$ cat config.mk
export PLATFORM = sky130hd
export DESIGN_NAME = mem_arbiter
export DESIGN_NICKNAME = d
export VERILOG_FILES = /design/src/rtl/mem_arbiter.sv
export SDC_FILE = /design/constraint.sdc
export NUM_CORES = 1
export LEC_CHECK = 0
export CORE_MARGIN = 3
export CORE_UTILIZATION = 37
export CTS_CLUSTER_SIZE = 14
export DETAILED_ROUTE_END_ITERATION = 10
export GPL_TIMING_DRIVEN = 0
export PLACE_DENSITY = 0.91
export SLEW_MARGIN = 10
export SYNTH_ARGS = -nofsm -noshare
export SYNTH_HDL_FRONTEND = slang
export SYNTH_SLANG_ARGS = --single-unit
$ cat constraint.sdc
create_clock -name CLK -period 2.6 [get_ports CLK]
set_clock_uncertainty 0.1 [all_clocks]
set_input_delay 0.78 -clock CLK [delete_from_list [all_inputs] [get_ports CLK]]
set_output_delay 0.78 -clock CLK [all_outputs]
set_load 0.03 [all_outputs]
$ cat src/rtl/mem_arbiter.sv
// rtl/mem_arbiter.sv - two-port request/ack arbiter in front of a single-port sync-read RAM
module mem_arbiter #(
  parameter int AW           = 8,
  parameter int DW           = 16,
  parameter int RR_MODE      = 1,
  parameter int STARVE_LIMIT = 4
) (
  input  logic          CLK,
  input  logic          CLR,
  input  logic          A_REQ,
  input  logic          A_WE,
  input  logic [AW-1:0] A_ADDR,
  input  logic [DW-1:0] A_WDATA,
  output logic          A_ACK,
  output logic [DW-1:0] A_RDATA,
  input  logic          B_REQ,
  input  logic          B_WE,
  input  logic [AW-1:0] B_ADDR,
  input  logic [DW-1:0] B_WDATA,
  output logic          B_ACK,
  output logic [DW-1:0] B_RDATA,
  output logic          M_EN,
  output logic          M_WE,
  output logic [AW-1:0] M_ADDR,
  output logic [DW-1:0] M_WDATA,
  input  logic [DW-1:0] M_RDATA,
  output logic          BUSY
);

  localparam int CW = (STARVE_LIMIT < 1) ? 1 : $clog2(STARVE_LIMIT + 1);
  localparam logic [CW-1:0] LIMIT = CW'(STARVE_LIMIT);

  typedef enum logic [1:0] {IDLE, ACCESS, RESP} state_t;

  state_t        state_q;
  logic          m_en_q, m_we_q, a_ack_q, b_ack_q, busy_q;
  logic [AW-1:0] m_addr_q;
  logic [DW-1:0] m_wdata_q;
  logic          owner_b_q;   // port that owns the access in flight
  logic          rd_q;        // access in flight is a read
  logic          prefer_b_q;  // round-robin pointer: next tie goes to B
  logic [CW-1:0] wait_q;      // B starvation counter (fixed-priority mode)
  logic          grant_b_d;

  always_comb begin
    grant_b_d = B_REQ;
    if (A_REQ && B_REQ) begin
      if (RR_MODE != 0) grant_b_d = prefer_b_q;
      else              grant_b_d = (wait_q >= LIMIT);
    end
  end

  always_ff @(posedge CLK or posedge CLR) begin
    if (CLR) begin
      state_q    <= IDLE;
      m_en_q     <= 1'b0;
      m_we_q     <= 1'b0;
      m_addr_q   <= '0;
      m_wdata_q  <= '0;
      a_ack_q    <= 1'b0;
      b_ack_q    <= 1'b0;
      busy_q     <= 1'b0;
      owner_b_q  <= 1'b0;
      rd_q       <= 1'b0;
      prefer_b_q <= 1'b0;
      wait_q     <= '0;
    end else begin
      case (state_q)
        IDLE: begin
          if (A_REQ || B_REQ) begin
            m_en_q     <= 1'b1;
            m_we_q     <= grant_b_d ? B_WE    : A_WE;
            m_addr_q   <= grant_b_d ? B_ADDR  : A_ADDR;
            m_wdata_q  <= grant_b_d ? B_WDATA : A_WDATA;
            rd_q       <= grant_b_d ? !B_WE   : !A_WE;
            owner_b_q  <= grant_b_d;
            prefer_b_q <= !grant_b_d;
            busy_q     <= 1'b1;
            state_q    <= ACCESS;
            if (grant_b_d)
              wait_q <= '0;
            else if (B_REQ && (wait_q < LIMIT))
              wait_q <= wait_q + CW'(1);
          end else begin
            m_en_q <= 1'b0;
          end
        end
        ACCESS: begin
          m_en_q  <= 1'b0;
          m_we_q  <= 1'b0;
          a_ack_q <= !owner_b_q;
          b_ack_q <= owner_b_q;
          state_q <= RESP;
        end
        RESP: begin
          a_ack_q <= 1'b0;
          b_ack_q <= 1'b0;
          busy_q  <= 1'b0;
          state_q <= IDLE;
        end
        default: state_q <= IDLE;
      endcase
    end
  end

  assign M_EN    = m_en_q;
  assign M_WE    = m_we_q;
  assign M_ADDR  = m_addr_q;
  assign M_WDATA = m_wdata_q;
  assign A_ACK   = a_ack_q;
  assign B_ACK   = b_ack_q;
  assign BUSY    = busy_q;
  // RAM output is live exactly during the ACK cycle, so read data is steered from it directly
  assign A_RDATA = (a_ack_q && rd_q) ? M_RDATA : '0;
  assign B_RDATA = (b_ack_q && rd_q) ? M_RDATA : '0;

endmodule

* Word-level counts from Yosys, hierarchy flattened
Cells that the tools add are included.
** Operators by class
- Equality and inequality tests :: 3
- Mux-type cells :: 17
- Reductions and logical operators :: 15
** Operator list (count)
- $mux W16 :: 3
- $pmux W1 S2 :: 5
- $mux W8 :: 1
- $mux W1 :: 6
- $reduce_and A2 Y1 :: 3
- $reduce_bool A2 Y1 :: 3
- $logic_not A1 Y1 :: 4
- $pmux W2 S2 :: 1
- $logic_and A1 B1 Y1 :: 3
- $eq A2 B1 Y1 const B :: 1
- $eq A2 B2 Y1 const B :: 1
- $logic_not A2 Y1 :: 1
- $mux W2 :: 1
- $ne A2 B2 Y1 const B :: 1
- $logic_or A1 B1 Y1 :: 1
** Storage, ports and cells
- Register bits :: 34

* Longest topological paths before layout
- Depth in word-level cells :: 5
- Gate-level depth with buffers :: 6
- Mapped depth without buffers :: 5

* Least setup slack after synthesis
OpenSTA, ideal clock, no wires.
- Path type :: register -> output
- From :: register b_ack_q, in the netlist B_ACK
- To :: output port B_RDATA[10]
- Data arrival time :: 1153 ps
- Data required time :: 1720 ps
- Path slack :: 567 ps
- Cell stages (with the launch flop) :: 3
- Path buffers :: 1
- Cell sequence :: dfrtp_1 -> clkbuf_1 -> and3_1
** Between the ends
- Longest elaborated chain between the ends :: 2
** RTL lines
- start: declaration :: RTL line 36 : logic m_en_q, m_we_q, a_ack_q, b_ack_q, busy_q;
- start signal: assignment :: RTL line 92 : b_ack_q <= owner_b_q;
- $logic_and A1 B1 Y1 :: RTL line 115 : assign B_RDATA = (b_ack_q && rd_q) ? M_RDATA : '0;
- $mux W16 :: RTL line 115
- end: declaration :: RTL line 21 : output logic [DW-1:0] B_RDATA,
No other way between the ends.

* Worst setup path after layout
- From :: input port M_RDATA[12]
- To :: output port B_RDATA[12]
** Between the ends
- Longest elaborated chain between the ends :: 1
** RTL lines
- start: declaration :: RTL line 26 : input logic [DW-1:0] M_RDATA,
- $mux W16 :: RTL line 115
No other way between the ends.

==> results.ini <==
[critical_path]
criticalPathCategory = in2out
crit_path_max_fanout = 2
crit_path_end_kind = output port
r2r_slack_ns = 0.66
worstReg2RegStart = state_q[0]
worstPathCellList = clkdlybuf4s50_1 > and3_1 > clkdlybuf4s15_2
worstSetupStartpointType = input port
critPathMaxStageDelay_ns = 0.48
cp_slowest_cell = clkdlybuf4s50_1
r2r-end = M_ADDR[3]
worstPathArrival_ns = 1.72
crit_required_ns = 1.72
reg2reg_depth = 6

[place]
dp.final_hpwl_um = 4740
pre_cts_slack_ns = -0.413
numPortBuffers = 129
place.gp.congestion = 0.761

[synthesis]
syn_nets = 238
yosysUniqueCellTypes = 27
async_flop_share = 1.00
synth_edf_count = 0
netlist_area_um2 = 1760
yosys_warnings = 0
syn_inst = 165
avgSynthCellArea_um2 = 10.7
ys_ff_latch = 34
synth_most_common_cell = dfrtp_1
synth_area_leader_cell = dfrtp_1
synth_ff_type = dfrtp_1
yosys-top-cells-area = dfrtp_1, a221o_1, and3_1, and2_1, ha_1
synth_top_cell_area_share = 0.484
synth_sequential_area_ratio = 0.484
netlist_top_cells_count = dfrtp_1, and3_1, a221o_1, and2_1, clkbuf_1

[power_and_ir_drop]
p_leak_nw = 1.48
power_density_nw_per_um2 = 1170
peakVddDrop_v = 0.000775

[cells_and_area]
multi_input_area_um2 = 806
num-fill-cells = 359
final_core_util = 0.694
syn_to_final_growth_pct = 76.6
regArea_um2 = 851
drive_above_1_share = 0.163
num_antenna_cells = 0
fin_nets = 374

[hold_path]
hold_path_class = reg2reg
hold_start = owner_b_q
holdPathStages = 1
hold_path_end = owner_b_q

[route]
drtPass1Iterations = 4
highest-signal-layer = met4
routedLengthMet1_um = 2440
wl_per_cell_um = 17.1
antenna_left = 0
via_per_inst = 5.13
met3WireLength_um = 262
drt_iter0_drc = 134
dr_total_vias = 1807
drc = 0
dr_wl_met2_um = 3200
wl_um = 6030

[floorplan]
core_area_um2 = 4470
rows = 24
die_y_um = 74.9
dieArea_um2 = 5610
io_pins = 131
initial_core_util = 0.393
die_w_um = 74.9

[clock_network]
cts_tree = done
clockBufferDepth = 2
clk_latency_ns = 0.29
root_buffer = clkbuf_8
hold_buffers = 0
cts.sinks = 34
clkTransAtPathRegs_ns = 0.06
cts_buffers = 5
h-tree-depth = 2

[sta]
setup_viol = 0
hold_viol = 0
fin_tns_setup_ns = 0
worst_slack_ns = 0.00374
tightest_slew_ns = 0.704
maxSlewHeadroom = 0.530
drv_slew = 0
min_period_ns = 2.60
clock.fmax_ghz = 0.385
rsz0062_at_grt = no
period_share = 0.999

[global_routing]
gr-usage-all-layers = 0.212
gr-total-overflow = 0
grt_max_degree = 35
antenna_found_initial = 0
grt_pass1_vias = 1899
grt_first_pass_wirelength_um = 9030

[job]
maxCapViolCount = 0

[outcome]
status = completed

[flip-flops by register name, summed over array words and instances, names as in the netlist]
signal / count
M_EN: 1
BUSY: 1
M_ADDR: 8
state_q: 2
owner_b_q: 1
A_ACK: 1
B_ACK: 1
rd_q: 1
M_WDATA: 16
prefer_b_q: 1
M_WE: 1
[critical path, delay by kind of cell]
family                 cells  cell delay, ns
buffers and inverters      2            0.77
AND/OR/NAND/NOR            1            0.16
[routing by layer]
metal  up-vias  track usage
met5         -            0
met4         0       0.0711
met3        14       0.0601
met2        61        0.364
met1       849        0.256
li1        883            -
[where the power goes]
group / internal (mW) / switching, mW / leakage (nW) / total, mW
clock: 0.204 / 0.178 / 0.0431 / 0.382
combinational: 1.01 / 1.29 / 1.02 / 2.29
sequential: 0.787 / 0.157 / 0.417 / 0.944
[what timing repair did]
action,4_1_cts,5_1_grt
setup buffers,0,0
setup endpoints to repair,32,16
resized for setup,109,30
[layout by cell type (no fill, tap or decap), types with 2 or more instances in the layout]
cell type and count:
buf_2 24, clkdlybuf4s15_2 10, clkdlybuf4s50_1 97, nand3_1 2, nor2_1 2, inv_1 5
nand2_1 3, a21oi_1 2, and3_1 33, dfrtp_1 34, and2_1 24, a21o_1 2
buf_6 3, ha_1 3, clkbuf_1 8, mux2_2 2, a221o_1 24, o21ai_0 3
clkbuf_8 6
[how the worst max path moves through the flow]
stage,start,end,cells after the start
detailed placement,M_RDATA[8],B_RDATA[8],3
finish,M_RDATA[12],B_RDATA[12],3
global route,M_RDATA[13],A_RDATA[13],3
floorplan,B_ACK,B_RDATA[10],2
global placement,M_RDATA[15],A_RDATA[15],3
CTS,M_RDATA[5],A_RDATA[5],3
[metrics by stage]
| step | std cells | hold slack (ns) | cell area, um2 | total power, mW |
|---|---|---|---|---|
| after floorplan | 165 | 0.363 | 1760 | 2.35 |
| after global placement | 346 | 0.377 | 3110 | 3.26 |
| after detailed placement | 346 | 0.394 | 3110 | 3.32 |
| after CTS | 352 | 0.409 | 3200 | 3.67 |
| after global routing | 352 | 0.440 | 3100 | 3.84 |
| final | 352 | 0.404 | 3100 | 3.62 |
[cell type report]
cell class,count,area share
buffer,14,0.0254
clock buffer,6,0.0266
inverter,6,0.00726
multi-input combinational,111,0.260
sequential,34,0.274
timing repair buffer,129,0.386
tap,52,0.0210
[cell families (layout without fill, tap and decap cells)]
logic type,after synthesis,count (layout),share of synthesized area
DFF,34,34,0.484
AOI/OAI and AO/OA,36,36,0.182
and+or+nand+nor,70,70,0.242
buffers and inverters,20,155,0.0576
muxes,2,2,0.0128
adders and majority gates,3,3,0.0214
No activity file was read; power rests on OpenSTA's default activity.
